[src/rtl/easyaxi_pkg.sv]
// easyaxi_pkg: shared AXI burst/response constants and the queued request control word
package easyaxi_pkg;
    localparam int AXI_LEN_W  = 8;
    localparam int AXI_SIZE_W = 3;

    localparam logic [1:0] BURST_FIXED = 2'b00;
    localparam logic [1:0] BURST_INCR  = 2'b01;
    localparam logic [1:0] BURST_WRAP  = 2'b10;
    localparam logic [1:0] BURST_RSV   = 2'b11;

    localparam logic [1:0] RESP_OKAY   = 2'b00;
    localparam logic [1:0] RESP_EXOKAY = 2'b01;
    localparam logic [1:0] RESP_SLVERR = 2'b10;
    localparam logic [1:0] RESP_DECERR = 2'b11;

    // id and address widths are per-instance, so only the fixed-width fields live here
    typedef struct packed {
        logic [AXI_LEN_W-1:0]  len;
        logic [AXI_SIZE_W-1:0] size;
        logic [1:0]            burst;
        logic                  decerr;
    } req_ctrl_t;

    // WRAP lengths that form a power-of-two window; anything else degrades to INCR
    function automatic logic wrap_len_ok(input logic [AXI_LEN_W-1:0] len);
        return len inside {8'd1, 8'd3, 8'd7, 8'd15};
    endfunction
endpackage

[src/rtl/easyaxi_slv_ost_if.sv]
// easyaxi_slv_ost_if: AXI read-address and read-data channel bundle
interface easyaxi_slv_ost_if
    import easyaxi_pkg::*;
#(
    parameter int ID_W   = 4,
    parameter int ADDR_W = 16,
    parameter int DATA_W = 32
);
    logic                  arvalid;
    logic                  arready;
    logic [ID_W-1:0]       arid;
    logic [ADDR_W-1:0]     araddr;
    logic [AXI_LEN_W-1:0]  arlen;
    logic [AXI_SIZE_W-1:0] arsize;
    logic [1:0]            arburst;
    logic                  rvalid;
    logic                  rready;
    logic [ID_W-1:0]       rid;
    logic [DATA_W-1:0]     rdata;
    logic [1:0]            rresp;
    logic                  rlast;

    modport master (
        output arvalid, arid, araddr, arlen, arsize, arburst, rready,
        input  arready, rvalid, rid, rdata, rresp, rlast
    );
    modport slave (
        input  arvalid, arid, araddr, arlen, arsize, arburst, rready,
        output arready, rvalid, rid, rdata, rresp, rlast
    );
endinterface

[src/rtl/easyaxi_sync_fifo.sv]
// easyaxi_sync_fifo: single-clock FIFO with registered full/empty and same-cycle push/pop
module easyaxi_sync_fifo #(
    parameter int WIDTH = 8,
    parameter int DEPTH = 4
) (
    input  logic             clk,
    input  logic             rst,
    input  logic             push,
    input  logic             pop,
    input  logic [WIDTH-1:0] wdata,
    output logic [WIDTH-1:0] rdata,
    output logic             full,
    output logic             empty
);
    localparam int AW = $clog2(DEPTH);

    logic [WIDTH-1:0] mem [DEPTH];
    logic [AW-1:0]    wr_ptr, rd_ptr;
    logic [AW:0]      cnt, cnt_nxt;
    logic             do_push, do_pop;

    assign do_push = push & ~full;
    assign do_pop  = pop & ~empty;
    assign rdata   = mem[rd_ptr];

    // Occupancy after this cycle's push/pop, used to register the flags
    always_comb cnt_nxt = cnt + (AW+1)'(do_push) - (AW+1)'(do_pop);

    // Storage array, no reset needed
    always_ff @(posedge clk) begin
        if (do_push) mem[wr_ptr] <= wdata;
    end

    // Pointers, occupancy and registered flags
    always_ff @(posedge clk) begin
        if (rst) begin
            wr_ptr <= '0;
            rd_ptr <= '0;
            cnt    <= '0;
            full   <= 1'b0;
            empty  <= 1'b1;
        end else begin
            if (do_push) wr_ptr <= wr_ptr + AW'(1);
            if (do_pop) rd_ptr <= rd_ptr + AW'(1);
            cnt   <= cnt_nxt;
            full  <= cnt_nxt == (AW+1)'(DEPTH);
            empty <= cnt_nxt == '0;
        end
    end
endmodule

[src/rtl/easyaxi_slv_ost.sv]
// easyaxi_slv_ost: AXI read-only slave with queued outstanding requests served in order
module easyaxi_slv_ost
    import easyaxi_pkg::*;
#(
    parameter int          ID_W      = 4,
    parameter int          ADDR_W    = 16,
    parameter int          DATA_W    = 32,
    parameter int          OST_DEPTH = 4,
    parameter int          RD_LAT    = 3,
    parameter logic [63:0] BASE_ADDR = '0,
    parameter logic [63:0] RANGE     = 64'd1 << ADDR_W
) (
    input logic               clk,
    input logic               rst,
    easyaxi_slv_ost_if.slave  axi_slv
);
    localparam int FW = ID_W + ADDR_W + $bits(req_ctrl_t);

    typedef enum logic [1:0] {S_IDLE, S_WAIT, S_DATA} state_t;

    state_t            state, state_nxt;
    logic              full, empty, push, pop, ar_decerr, last;
    req_ctrl_t         ar_ctrl, h_ctrl, ctrl;
    logic [FW-1:0]     fifo_wdata, fifo_rdata;
    logic [ID_W-1:0]   h_id, cur_id;
    logic [ADDR_W-1:0] h_addr, start, addr, addr_nxt;
    logic [ADDR_W-1:0] nb, len_b, bound, wrap_nxt, incr_nxt;
    logic [7:0]        idx;
    logic [3:0]        cnt;

    assign ar_decerr = (64'(axi_slv.araddr) < BASE_ADDR) || (64'(axi_slv.araddr) >= BASE_ADDR + RANGE);
    assign ar_ctrl   = '{len: axi_slv.arlen, size: axi_slv.arsize, burst: axi_slv.arburst, decerr: ar_decerr};
    assign fifo_wdata = {axi_slv.arid, axi_slv.araddr, ar_ctrl};
    assign {h_id, h_addr, h_ctrl} = fifo_rdata;
    assign push = axi_slv.arvalid & ~full;
    assign axi_slv.arready = ~full;

    easyaxi_sync_fifo #(.WIDTH(FW), .DEPTH(OST_DEPTH)) u_fifo (
        .clk   (clk),
        .rst   (rst),
        .push  (push),
        .pop   (pop),
        .wdata (fifo_wdata),
        .rdata (fifo_rdata),
        .full  (full),
        .empty (empty)
    );

    assign last = idx == ctrl.len;

    // Address of the following beat; INCR is recomputed from the aligned start so it never drifts
    always_comb begin
        nb       = ADDR_W'(1) << ctrl.size;
        len_b    = (ADDR_W'(ctrl.len) + ADDR_W'(1)) << ctrl.size;
        bound    = start & ~(len_b - ADDR_W'(1));
        wrap_nxt = (addr + nb == bound + len_b) ? bound : addr + nb;
        incr_nxt = (start & ~(nb - ADDR_W'(1))) + ((ADDR_W'(idx) + ADDR_W'(1)) << ctrl.size);
        addr_nxt = ctrl.burst == BURST_FIXED ? addr :
                   ctrl.burst == BURST_RSV ? '0 :
                   (ctrl.burst == BURST_WRAP && wrap_len_ok(ctrl.len)) ? wrap_nxt : incr_nxt;
    end

    // Engine state register
    always_ff @(posedge clk) begin
        if (rst) state <= S_IDLE;
        else state <= state_nxt;
    end

    // Engine next state and FIFO pop; decode errors skip the wait phase entirely
    always_comb begin
        state_nxt = state;
        pop       = 1'b0;
        case (state)
            S_IDLE: begin
                if (!empty) begin
                    pop       = 1'b1;
                    state_nxt = h_ctrl.decerr ? S_DATA : S_WAIT;
                end
            end
            S_WAIT: if (cnt == '0) state_nxt = S_DATA;
            S_DATA: if (axi_slv.rready) state_nxt = last ? S_IDLE : ctrl.decerr ? S_DATA : S_WAIT;
            default: state_nxt = S_IDLE;
        endcase
    end

    // Current request, beat address/index and per-beat wait counter
    always_ff @(posedge clk) begin
        if (rst) begin
            cur_id <= '0;
            start  <= '0;
            addr   <= '0;
            ctrl   <= '0;
            idx    <= '0;
            cnt    <= '0;
        end else if (pop) begin
            cur_id <= h_id;
            start  <= h_addr;
            addr   <= h_addr;
            ctrl   <= h_ctrl;
            idx    <= '0;
            cnt    <= 4'(RD_LAT);
        end else if (state == S_WAIT && cnt != '0) begin
            cnt <= cnt - 4'd1;
        end else if (state == S_DATA && axi_slv.rready && !last) begin
            addr <= addr_nxt;
            idx  <= idx + 8'd1;
            cnt  <= 4'(RD_LAT);
        end
    end

    assign axi_slv.rvalid = state == S_DATA;
    assign axi_slv.rlast  = axi_slv.rvalid & last;
    assign axi_slv.rid    = cur_id;
    assign axi_slv.rdata  = ctrl.decerr ? '0 : DATA_W'({cur_id, addr});
    assign axi_slv.rresp  = ctrl.decerr ? RESP_DECERR :
                            (ctrl.burst == BURST_RSV || (last && &cur_id)) ? RESP_SLVERR : RESP_OKAY;
endmodule

[src/flat_wrapper.sv]
// flat-port wrapper written by rule: the top's interface ports become plain ports
module easyaxi_slv_ost_flat import easyaxi_pkg::*;
#(
    parameter int          ID_W      = 4,
    parameter int          ADDR_W    = 16,
    parameter int          DATA_W    = 32,
    parameter int          OST_DEPTH = 4,
    parameter int          RD_LAT    = 3,
    parameter logic [63:0] BASE_ADDR = '0,
    parameter logic [63:0] RANGE     = 64'd1 << ADDR_W
)
  (clk, rst, axi_slv_arvalid, axi_slv_arid, axi_slv_araddr, axi_slv_arlen, axi_slv_arsize, axi_slv_arburst, axi_slv_rready, axi_slv_arready, axi_slv_rvalid, axi_slv_rid, axi_slv_rdata, axi_slv_rresp, axi_slv_rlast);
  easyaxi_slv_ost_if #(.ID_W(ID_W), .ADDR_W(ADDR_W), .DATA_W(DATA_W)) axi_slv_i ();
  input logic clk;
  input logic rst;
  input wire logic [$bits(axi_slv_i.arvalid)-1:0] axi_slv_arvalid;
  input wire logic [$bits(axi_slv_i.arid)-1:0] axi_slv_arid;
  input wire logic [$bits(axi_slv_i.araddr)-1:0] axi_slv_araddr;
  input wire logic [$bits(axi_slv_i.arlen)-1:0] axi_slv_arlen;
  input wire logic [$bits(axi_slv_i.arsize)-1:0] axi_slv_arsize;
  input wire logic [$bits(axi_slv_i.arburst)-1:0] axi_slv_arburst;
  input wire logic [$bits(axi_slv_i.rready)-1:0] axi_slv_rready;
  output wire logic [$bits(axi_slv_i.arready)-1:0] axi_slv_arready;
  output wire logic [$bits(axi_slv_i.rvalid)-1:0] axi_slv_rvalid;
  output wire logic [$bits(axi_slv_i.rid)-1:0] axi_slv_rid;
  output wire logic [$bits(axi_slv_i.rdata)-1:0] axi_slv_rdata;
  output wire logic [$bits(axi_slv_i.rresp)-1:0] axi_slv_rresp;
  output wire logic [$bits(axi_slv_i.rlast)-1:0] axi_slv_rlast;
  assign axi_slv_i.arvalid = axi_slv_arvalid;
  assign axi_slv_i.arid = axi_slv_arid;
  assign axi_slv_i.araddr = axi_slv_araddr;
  assign axi_slv_i.arlen = axi_slv_arlen;
  assign axi_slv_i.arsize = axi_slv_arsize;
  assign axi_slv_i.arburst = axi_slv_arburst;
  assign axi_slv_i.rready = axi_slv_rready;
  assign axi_slv_arready = axi_slv_i.arready;
  assign axi_slv_rvalid = axi_slv_i.rvalid;
  assign axi_slv_rid = axi_slv_i.rid;
  assign axi_slv_rdata = axi_slv_i.rdata;
  assign axi_slv_rresp = axi_slv_i.rresp;
  assign axi_slv_rlast = axi_slv_i.rlast;
  easyaxi_slv_ost #(.ID_W(ID_W), .ADDR_W(ADDR_W), .DATA_W(DATA_W), .OST_DEPTH(OST_DEPTH), .RD_LAT(RD_LAT), .BASE_ADDR(BASE_ADDR), .RANGE(RANGE)) u_core (.clk(clk), .rst(rst), .axi_slv(axi_slv_i));
endmodule
[config.mk]
export PLATFORM = sky130hd
export DESIGN_NAME = easyaxi_slv_ost_flat
export DESIGN_NICKNAME = d
export VERILOG_FILES = /design/src/rtl/easyaxi_pkg.sv /design/src/rtl/easyaxi_slv_ost_if.sv /design/src/rtl/easyaxi_sync_fifo.sv /design/src/rtl/easyaxi_slv_ost.sv /design/src/flat_wrapper.sv
export SDC_FILE = /design/constraint.sdc
export NUM_CORES = 1
export LEC_CHECK = 0
export ABC_AREA = 1
export CORE_MARGIN = 3
export CORE_UTILIZATION = 45
export DETAILED_ROUTE_END_ITERATION = 10
export PLACE_DENSITY = 0.73
export REMOVE_ABC_BUFFERS = 1
export SYNTH_ARGS = -nofsm -noshare
export SYNTH_HDL_FRONTEND = slang
export SYNTH_SLANG_ARGS = --single-unit
[constraint.sdc]
create_clock -name clk -period 12.2 [get_ports clk]
set_input_delay 1.83 -clock clk [delete_from_list [all_inputs] [get_ports clk]]
set_output_delay 1.83 -clock clk [all_outputs]
set_load 0.01 [all_outputs]
==> flow_summary_export.csv, run 1 <==
group,metric,value,unit
outcome,status,"finished, final reports clean",
floorplanning,fp.dieH,173,um
sta,setup_viol,0,
critical_path,path_class,"flop to flop",
yosys,synth_top_cell_area_share,0.316,
cts,clk_latency,540,ps
critical_path,worstPathArrival,6110,ps
placement,gp_congestion,0.927,
power_and_ir_drop,p_per_area,274,nW/um2
floorplanning,coreArea,27200,um2
sta,fin_crit,5690,ps
grt,grt_pass1_vias,10000,
critical_path,worst_path_most_repeated_cell,"nand2_1",
sta,rsz0062_at_grt,"no",
sta,fin_ws,6510,ps
cts,cts_buffer_depth,3,
final_layout,mostFrequentLayoutCell,"nand2_1",
yosys,ys_top_cells_by_area,"edfxtp_1, dfxtp_1, nand2_1, nor2_1, o21ai_0",
final_layout,register_area,5450,um2
cts,htreeDepth,1,
yosys,synth_area,12500,um2
cts,hold_buffers,0,
floorplanning,rows,60,
final_layout,nets,1713,
final_layout,fill_cells,2513,
routing,vias,10800,
cts,cts_resized,0,
final_layout,multi_input_area,6060,um2
power_and_ir_drop,leakagePower,0.00599,uW
cts,post-cts-setup-buffers,0,
routing,wl_per_cell,15.9,um
sta,setup_tns,0,ps
final_layout,layout_common_cells,"nand2_1, nor2_1, inv_1",
yosys,syn_inst,1598,
placement,portBuffers,64,
sta,slew_viol_final,0,
critical_path,critical_path_required,12620,ps
routing,vias_per_cell,5.34,
final_layout,area_growth,13.3,%
routing,wirelength,32000,um
critical_path,critical_path.slowest_cell,"dfxtp_1",
sta,slew_headroom,0.210,
run,drv_cap,0,
placement,dp_hpwl,23100,um
grt,grt_pass1_wl,52100,um
final_layout,insertedDiodeCount,0,
routing,first_pass_iters,6,
floorplanning,start_util,0.461,
floorplanning,die_area,29900,um2
yosys,synth_edf_count,132,
sta,period_share,0.467,
critical_path,cp_max_fo,33,
critical_path,cp-start-kind,"flop",
critical_path,rrSetupSlack,6510,ps
routing,postRouteAntennaNets,0,
yosys,ys_seq_elements,206,
grt,antenna_found_initial,0,
cts,cts_num_sinks,206,
yosys,ys_warn_count,0,
power_and_ir_drop,ir_drop,0.153,mV
grt,grt_use_total,0.209,
sta,max_freq,0.176,GHz
cts,cts-buffers-inserted,24,
min_path,hold_class,"flop to flop",
placement,dp_slack,6630,ps
critical_path,crit_family,"simple AND/OR/NAND/NOR gates",
cts,path_clk_slew,60,ps
yosys,syn_area_per_cell,7.84,um2
final_layout,drive_gt1_frac,0.0783,
floorplanning,die_w,173,um
yosys,synth_largest_area_cell,"edfxtp_1",
yosys,yosysSeqAreaShare,0.435,
cts,cts_tree,"yes",
cts,cts-root-buf,"clkbuf_16",
yosys,synth-async-reset-ratio,0,
yosys,yosys_most_used_dff,"edfxtp_1",
sta,tightest_slew,1180,ps
routing,drc,0,
grt,overflow,0,
routing,dr.first_iter.drc_count,916,
yosys,ys_types,50,
critical_path,cp-end-kind,"flop",
floorplanning,io-pin-count,78,
grt,grt_start_max_net_pins,68,
critical_path,path_buf_inv,3,
critical_path,cpPeakStageDelay,1100,ps
sta,finalHoldViolCount,0,
sta,fin_skew,10.7,ps
[through the flow]
stage	power (uW)	instances	hold slack [ps]	area [um2]	util
after floorplan	2530	1530	444	12200	-
after global placement	3110	1976	453	13400	0.492
after detailed placement	3130	1976	466	13400	0.492
after CTS	3880	2020	477	14200	0.522
after global routing	4210	2020	516	14200	0.522
final	3890	2020	480	14200	0.522
[layer usage]
| layer | global-route usage | wire [um] | vias up |
|---|---|---|---|
| met5 | 0 | 0 | - |
| met4 | 0.0510 | 749 | 0 |
| met3 | 0.0264 | 2080 | 49 |
| met2 | 0.347 | 14700 | 359 |
| met1 | 0.293 | 14500 | 5005 |
| li1 | - | - | 5367 |
[final cells by class]
| class | count | area share |
|---|---|---|
| flip-flops and latches | 206 | 0.384 |
| clock inverters | 15 | 0.0136 |
| clock buffers | 29 | 0.0436 |
| multi-input cells | 1139 | 0.427 |
| repair buffers | 74 | 0.0504 |
| inverters | 185 | 0.0489 |
| well taps | 372 | 0.0328 |
[cells in the mapped netlist (4+ instances only)]
cell      instances
nor3_1           12
nand3_1         114
or2_2             5
nor2_4            5
nand2_1         272
o211ai_1          4
nand2_2          15
inv_2            18
inv_1           164
a21oi_1         110
dfxtp_1          74
nor2_8            4
ha_1             43
nand2_4           6
buf_4            19
xor2_1           36
buf_1             7
a211oi_1          5
o21ai_0         162
nand3_2          15
o22ai_1          21
xnor2_1           7
o21bai_1          6
nor4_1            4
buf_2             5
clkbuf_1         46
edfxtp_1        132
nand4_1          22
mux2i_1           6
nor2_1          225
[worst reg2reg max path: cells and delay by family, from the launching register on]
kind,cells,cell delay [ps]
adder cells (fa/ha/maj),2,400
AO/OA/AOI/OAI,3,280
AND/OR/NAND/NOR,23,3240
buffers and inverters,3,530
flip-flops,1,1100
[path summary, 6_finish.rpt]
path | from | endpoint | cells after the start
setup / recovery | u_core.ctrl[3] | u_core.addr[15] | 31
hold / removal | u_core.u_fifo.rd_ptr[0] | u_core.u_fifo.rd_ptr[0] | 1
setup reg to reg | u_core.ctrl[3] | u_core.addr[15] | 31
hold reg to reg | u_core.u_fifo.rd_ptr[0] | u_core.u_fifo.rd_ptr[0] | 1
[where the power goes]
part           leakage, uW  internal [uW]  total (uW)  switching [uW]
Combinational      0.00378            672        2120            1450
Clock             0.000395            432         728             296
Sequential         0.00182            904        1030             130
[cell families after synthesis]
kind of cell,count (synthesis),synth area share
and+or+nand+nor,710,0.259
AOI/OAI and AO/OA,320,0.135
buffers and inverters,265,0.0874
DFF,206,0.435
adders and majority gates,46,0.0477
xor gates and xnor gates,44,0.0314
muxes,6,0.00479
other,1,0.000299
[sequential cells by signal (all words and copies together), names as in the netlist, named ones only]
name,flops
u_core.u_fifo.full,1
u_core.addr,16
u_core.cnt,4
u_core.axi_slv.rid,4
u_core.state,2
u_core.u_fifo.wr_ptr,2
u_core.u_fifo.mem,132
u_core.ctrl,13
u_core.start,16
u_core.u_fifo.empty,1
u_core.u_fifo.rd_ptr,2
u_core.idx,8
u_core.u_fifo.cnt,3
Note: power is estimated with default switching activity, not from simulation.
==> run 2, diff against run 1 <==
- PLACE_DENSITY: 0.73 -> 0.76
- clock period: 12.2 -> 4.7 ns (I/O delays scaled with it)
==> flow_summary_export.csv, run 2 (synthesis results as in run 1) <==
group,metric,value,unit
final_layout,drive_gt1_frac,0.104,
floorplanning,die_w,173,um
power_and_ir_drop,leakagePower,0.00606,uW
min_path,hold_class,"flop to flop",
critical_path,path_class,"flop to flop",
routing,first_pass_iters,5,
final_layout,area_growth,15.0,%
routing,wirelength,32700,um
critical_path,cp_max_fo,9,
sta,period_share,0.937,
power_and_ir_drop,p_sw_frac,0.484,
sta,finalHoldViolCount,0,
cts,cts-root-buf,"clkbuf_16",
cts,path_clk_slew,60,ps
placement,gp_congestion,0.970,
final_layout,largest_reg_flops,132,
sta,whs,491,ps
critical_path,rrSetupSlack,290,ps
grt,grt_use_met1,0.296,
sta,slew_viol_final,0,
run,drv_cap,0,
routing,dr.first_iter.drc_count,919,
critical_path,critical_path_required,5140,ps
final_layout,largest-register,"u_core.u_fifo.mem",
critical_path,worst_path_most_repeated_cell,"nand2_1",
floorplanning,start_util,0.461,
final_layout,layout_common_cells,"nand2_1, nor2_1, inv_1",
floorplanning,rows,60,
grt,grt_use_total,0.214,
placement,dp_hpwl,23500,um
power_and_ir_drop,switching_power,5010,uW
placement,dp_cells,1990,
floorplanning,coreArea,27200,um2
critical_path,cp-start-kind,"flop",
grt,antenna_found_initial,0,
floorplanning,fp.dieH,173,um
power_and_ir_drop,clock_power_share,0.167,
power_and_ir_drop,p_per_area,718,nW/um2
grt,grt-busiest-layer,"met2",
grt,grt_pass1_wl,52800,um
power_and_ir_drop,ir_drop,0.383,mV
routing,vias_per_cell,5.37,
critical_path,critical_path.slowest_cell,"dfxtp_4",
critical_path,cp-end-kind,"flop",
final_layout,mostFrequentLayoutCell,"nand2_1",
grt,overflow,0,
cts,clk_latency,520,ps
power_and_ir_drop,comb_power_share,0.576,
routing,drc,0,
sta,setup_viol,0,
critical_path,cpPeakStageDelay,380,ps
grt,grtUsageMet2,0.348,
grt,use_met3,0.0270,
cts,cts_tree,"yes",
sta,tightest_slew,1110,ps
final_layout,nets,1735,
sta,fin_skew,17.5,ps
sta,max_freq,0.227,GHz
cts,cts_buffer_depth,3,
placement,portBuffers,64,
floorplanning,die_area,29900,um2
power_and_ir_drop,internal-power,5340,uW
final_layout,finalNonFillerCells,2042,
grt,grt_pass1_vias,10400,
sta,fin_crit,4410,ps
cts,cts-buffers-inserted,24,
cts,hold_buffers,0,
power_and_ir_drop,seqPwrFrac,0.257,
floorplanning,io-pin-count,78,
grt,grt_start_max_net_pins,68,
cts,cts_num_sinks,206,
outcome,status,"finished, final reports clean",
sta,setup_tns,0,ps
critical_path,worstPathArrival,4850,ps
final_layout,insertedDiodeCount,0,
cts,htreeDepth,1,
final_layout,top_regs,"u_core.u_fifo.mem x132, u_core.addr x16, u_core.start x16",
sta,slew_headroom,0.257,
routing,wl_per_cell,16.0,um
routing,vias,11000,
routing,postRouteAntennaNets,0,
[run 2: metrics by stage]
stage / area [um2] / setup WS (ps) / total power, uW / utilization
finish: 14400 / 294 / 10300 / 0.530
global route: 14400 / -9.32 / 11200 / 0.530
CTS: 14200 / 44.0 / 10100 / 0.524
detailed placement: 13500 / 7.67 / 8290 / 0.497
global placement: 13500 / 89.0 / 8170 / 0.497
floorplan: 12200 / 346 / 6560 / -
[run 2: area by class of cell]
cell class              instances  area [um2]
multi-input cells            1139        6150
flip-flops and latches        206        5460
clock inverters                15        93.8
clock buffers                  29         641
inverters                     185         694
well taps                     372         465
repair buffers                 96         910
fillers                      2529       12800
[run 2: repair_timing]
item	in CTS	in global routing
gates cloned	0	0
buffers inserted	0	8
pin swaps	0	18
resized for setup	2	34
endpoints found under the setup margin	15	16
[run 2: path summary, 6_finish.rpt]
check,end,depth (start not counted),start
max,u_core.addr[1],31,u_core.ctrl[7]
min,flop,1,u_core.u_fifo.rd_ptr[0]
max reg2reg,u_core.addr[1],31,u_core.ctrl[7]
min reg2reg,flop,1,u_core.u_fifo.rd_ptr[0]
[run 2: critical path, delay by kind of cell, from the launching register on]
family | cells | cell delay, ps
adders and majority gates | 2 | 630
and+or+nand+nor | 21 | 2520
AOI/OAI and AO/OA | 2 | 200
DFF | 1 | 380
buffers and inverters | 6 | 580
[run 2: per-layer routing]
metal  share of wire  routed length [um]
met4           0.030                 979
met3           0.065                2130
met5               0                   0
met1            0.45               14800
met2            0.45               14800
[run 2: power by group through the flow]
stage	logic [uW]	registers [uW]	clock network, uW
global placement	5510	2660	0
floorplan	3810	2750	0
finish	5960	2660	1730
detailed placement	5620	2680	0
CTS	5660	2640	1770
global route	6640	2700	1850
==> run 3, diff against run 2 <==
- PLACE_DENSITY: 0.76 -> 0.66
- SETUP_SLACK_MARGIN: unset -> 0.15
- SLEW_MARGIN: unset -> 20
==> flow_summary_export.csv, run 3 (synthesis results as in run 1) <==
group,metric,value,unit
final_layout,top_regs,"u_core.u_fifo.mem x132, u_core.addr x16, u_core.start x16",
power_and_ir_drop,seqPwrFrac,0.250,
critical_path,crit_family,"simple AND/OR/NAND/NOR gates",
critical_path,cpPeakStageDelay,370,ps
floorplanning,die_w,173,um
final_layout,layout_common_cells,"nand2_1, nor2_1, inv_1",
run,drv_cap,0,
critical_path,cp-end-kind,"flop",
routing,first_pass_iters,6,
outcome,status,"finished, final reports clean",
cts,clk_latency,510,ps
grt,antenna_found_initial,0,
final_layout,nets,1758,
floorplanning,die_area,29900,um2
power_and_ir_drop,clock_power_share,0.158,
min_path,hold_class,"flop to flop",
final_layout,final_area,14800,um2
critical_path,path_class,"flop to flop",
floorplanning,fp.dieH,173,um
power_and_ir_drop,comb_power_share,0.591,
placement,dp_hpwl,24000,um
routing,dr.first_iter.drc_count,839,
sta,fin_skew,11.4,ps
grt,grt_pass1_vias,10100,
grt,grt_start_max_net_pins,67,
cts,path_clk_slew,60,ps
final_layout,mostFrequentLayoutCell,"nand2_1",
floorplanning,io-pin-count,78,
sta,tightest_slew,1030,ps
grt,overflow,0,
cts,cts_tree,"yes",
floorplanning,start_util,0.461,
final_layout,area_growth,17.8,%
critical_path,worst_path_most_repeated_cell,"nand2_2",
sta,setup_tns,0,ps
critical_path,rrSetupSlack,390,ps
sta,slew_headroom,0.312,
cts,cts-buffers-inserted,23,
routing,drc,0,
placement,portBuffers,64,
routing,wirelength,33600,um
power_and_ir_drop,p_per_area,718,nW/um2
final_layout,drive_gt1_frac,0.131,
power_and_ir_drop,switching_power,5110,uW
critical_path,worstPathArrival,4750,ps
grt,grt_use_total,0.213,
final_layout,largest_reg_flops,132,
final_layout,largest-register,"u_core.u_fifo.mem",
cts,htreeDepth,1,
routing,vias_per_cell,5.30,
cts,cts_buffer_depth,3,
grt,grt_pass1_wl,52100,um
power_and_ir_drop,internal-power,5480,uW
power_and_ir_drop,p_sw_frac,0.482,
sta,period_share,0.917,
power_and_ir_drop,total_power,10600,uW
sta,rsz0062_at_grt,"no",
critical_path,path_buf_inv,5,
sta,max_freq,0.232,GHz
routing,postRouteAntennaNets,0,
sta,slew_viol_final,0,
sta,finalHoldViolCount,0,
sta,fin_crit,4310,ps
critical_path,critical_path.slowest_cell,"dfxtp_4",
power_and_ir_drop,ir_drop,0.347,mV
final_layout,insertedDiodeCount,0,
critical_path,cp_max_fo,7,
cts,cts_num_sinks,206,
power_and_ir_drop,leakagePower,0.00620,uW
critical_path,cp-start-kind,"flop",
placement,gp_congestion,0.952,
sta,setup_viol,0,
cts,cts-root-buf,"clkbuf_16",
critical_path,critical_path_required,5140,ps
floorplanning,rows,60,
placement,placed_area,13500,um2
floorplanning,coreArea,27200,um2
routing,vias,10900,
routing,wl_per_cell,16.3,um
run 3: per-stage QoR:
step	worst slack (ps)	util	cells	hold slack (ps)
5_1_grt	49.8	0.543	2063	506
3_3_place_gp	261	0.498	1995	457
2_1_floorplan	346	-	1530	444
4_1_cts	171	0.524	2036	483
3_5_place_dp	112	0.498	1995	466
6_report	389	0.543	2063	491
run 3: what timing repair did:
action	4_1_cts	5_1_grt
gates resized for setup	2	74
endpoints found under the setup margin	15	16
pin swaps	0	39
setup buffers	0	22
hold buffers	0	0
cloned	0	1
run 3: routing by layer:
layer	GRT usage	routed length [um]
met5	0	0
met4	0.0686	969
met3	0.0312	1950
met2	0.351	15500
met1	0.290	15100
run 3: path summary, 6_finish.rpt:
check | start | endpoint | cells after the start
max reg2reg | u_core.ctrl[7] | u_core.addr[11] | 34
min | u_core.u_fifo.rd_ptr[0] | u_core.u_fifo.rd_ptr[0] | 1
max | u_core.ctrl[7] | u_core.addr[11] | 34
min reg2reg | u_core.u_fifo.rd_ptr[0] | u_core.u_fifo.rd_ptr[0] | 1
run 3: power by group through the flow:
| stage | Combinational (uW) | Clock, uW | Sequential (uW) |
|---|---|---|---|
| floorplan | 3810 | 0 | 2750 |
| global placement | 5580 | 0 | 2670 |
| detailed placement | 5630 | 0 | 2680 |
| CTS | 5660 | 1710 | 2640 |
| global route | 6970 | 1780 | 2700 |
| finish | 6270 | 1680 | 2650 |
run 3: worst reg2reg max path, delay by kind of cell (launching register included):
family          cells  cell delay (ps)
simple gates       22             2230
buf+inv             5              450
compound gates      4              550
flops               1              370
fa+ha+maj           3              650
run 3: final cells by class:
cell class | instances | area (um2)
clock buffer | 29 | 598
clock inverter | 12 | 97.6
fill | 2529 | 12400
inverter | 185 | 697
multi-input combinational | 1139 | 6280
sequential | 206 | 5460
tap | 372 | 465
timing repair buffer | 120 | 1170
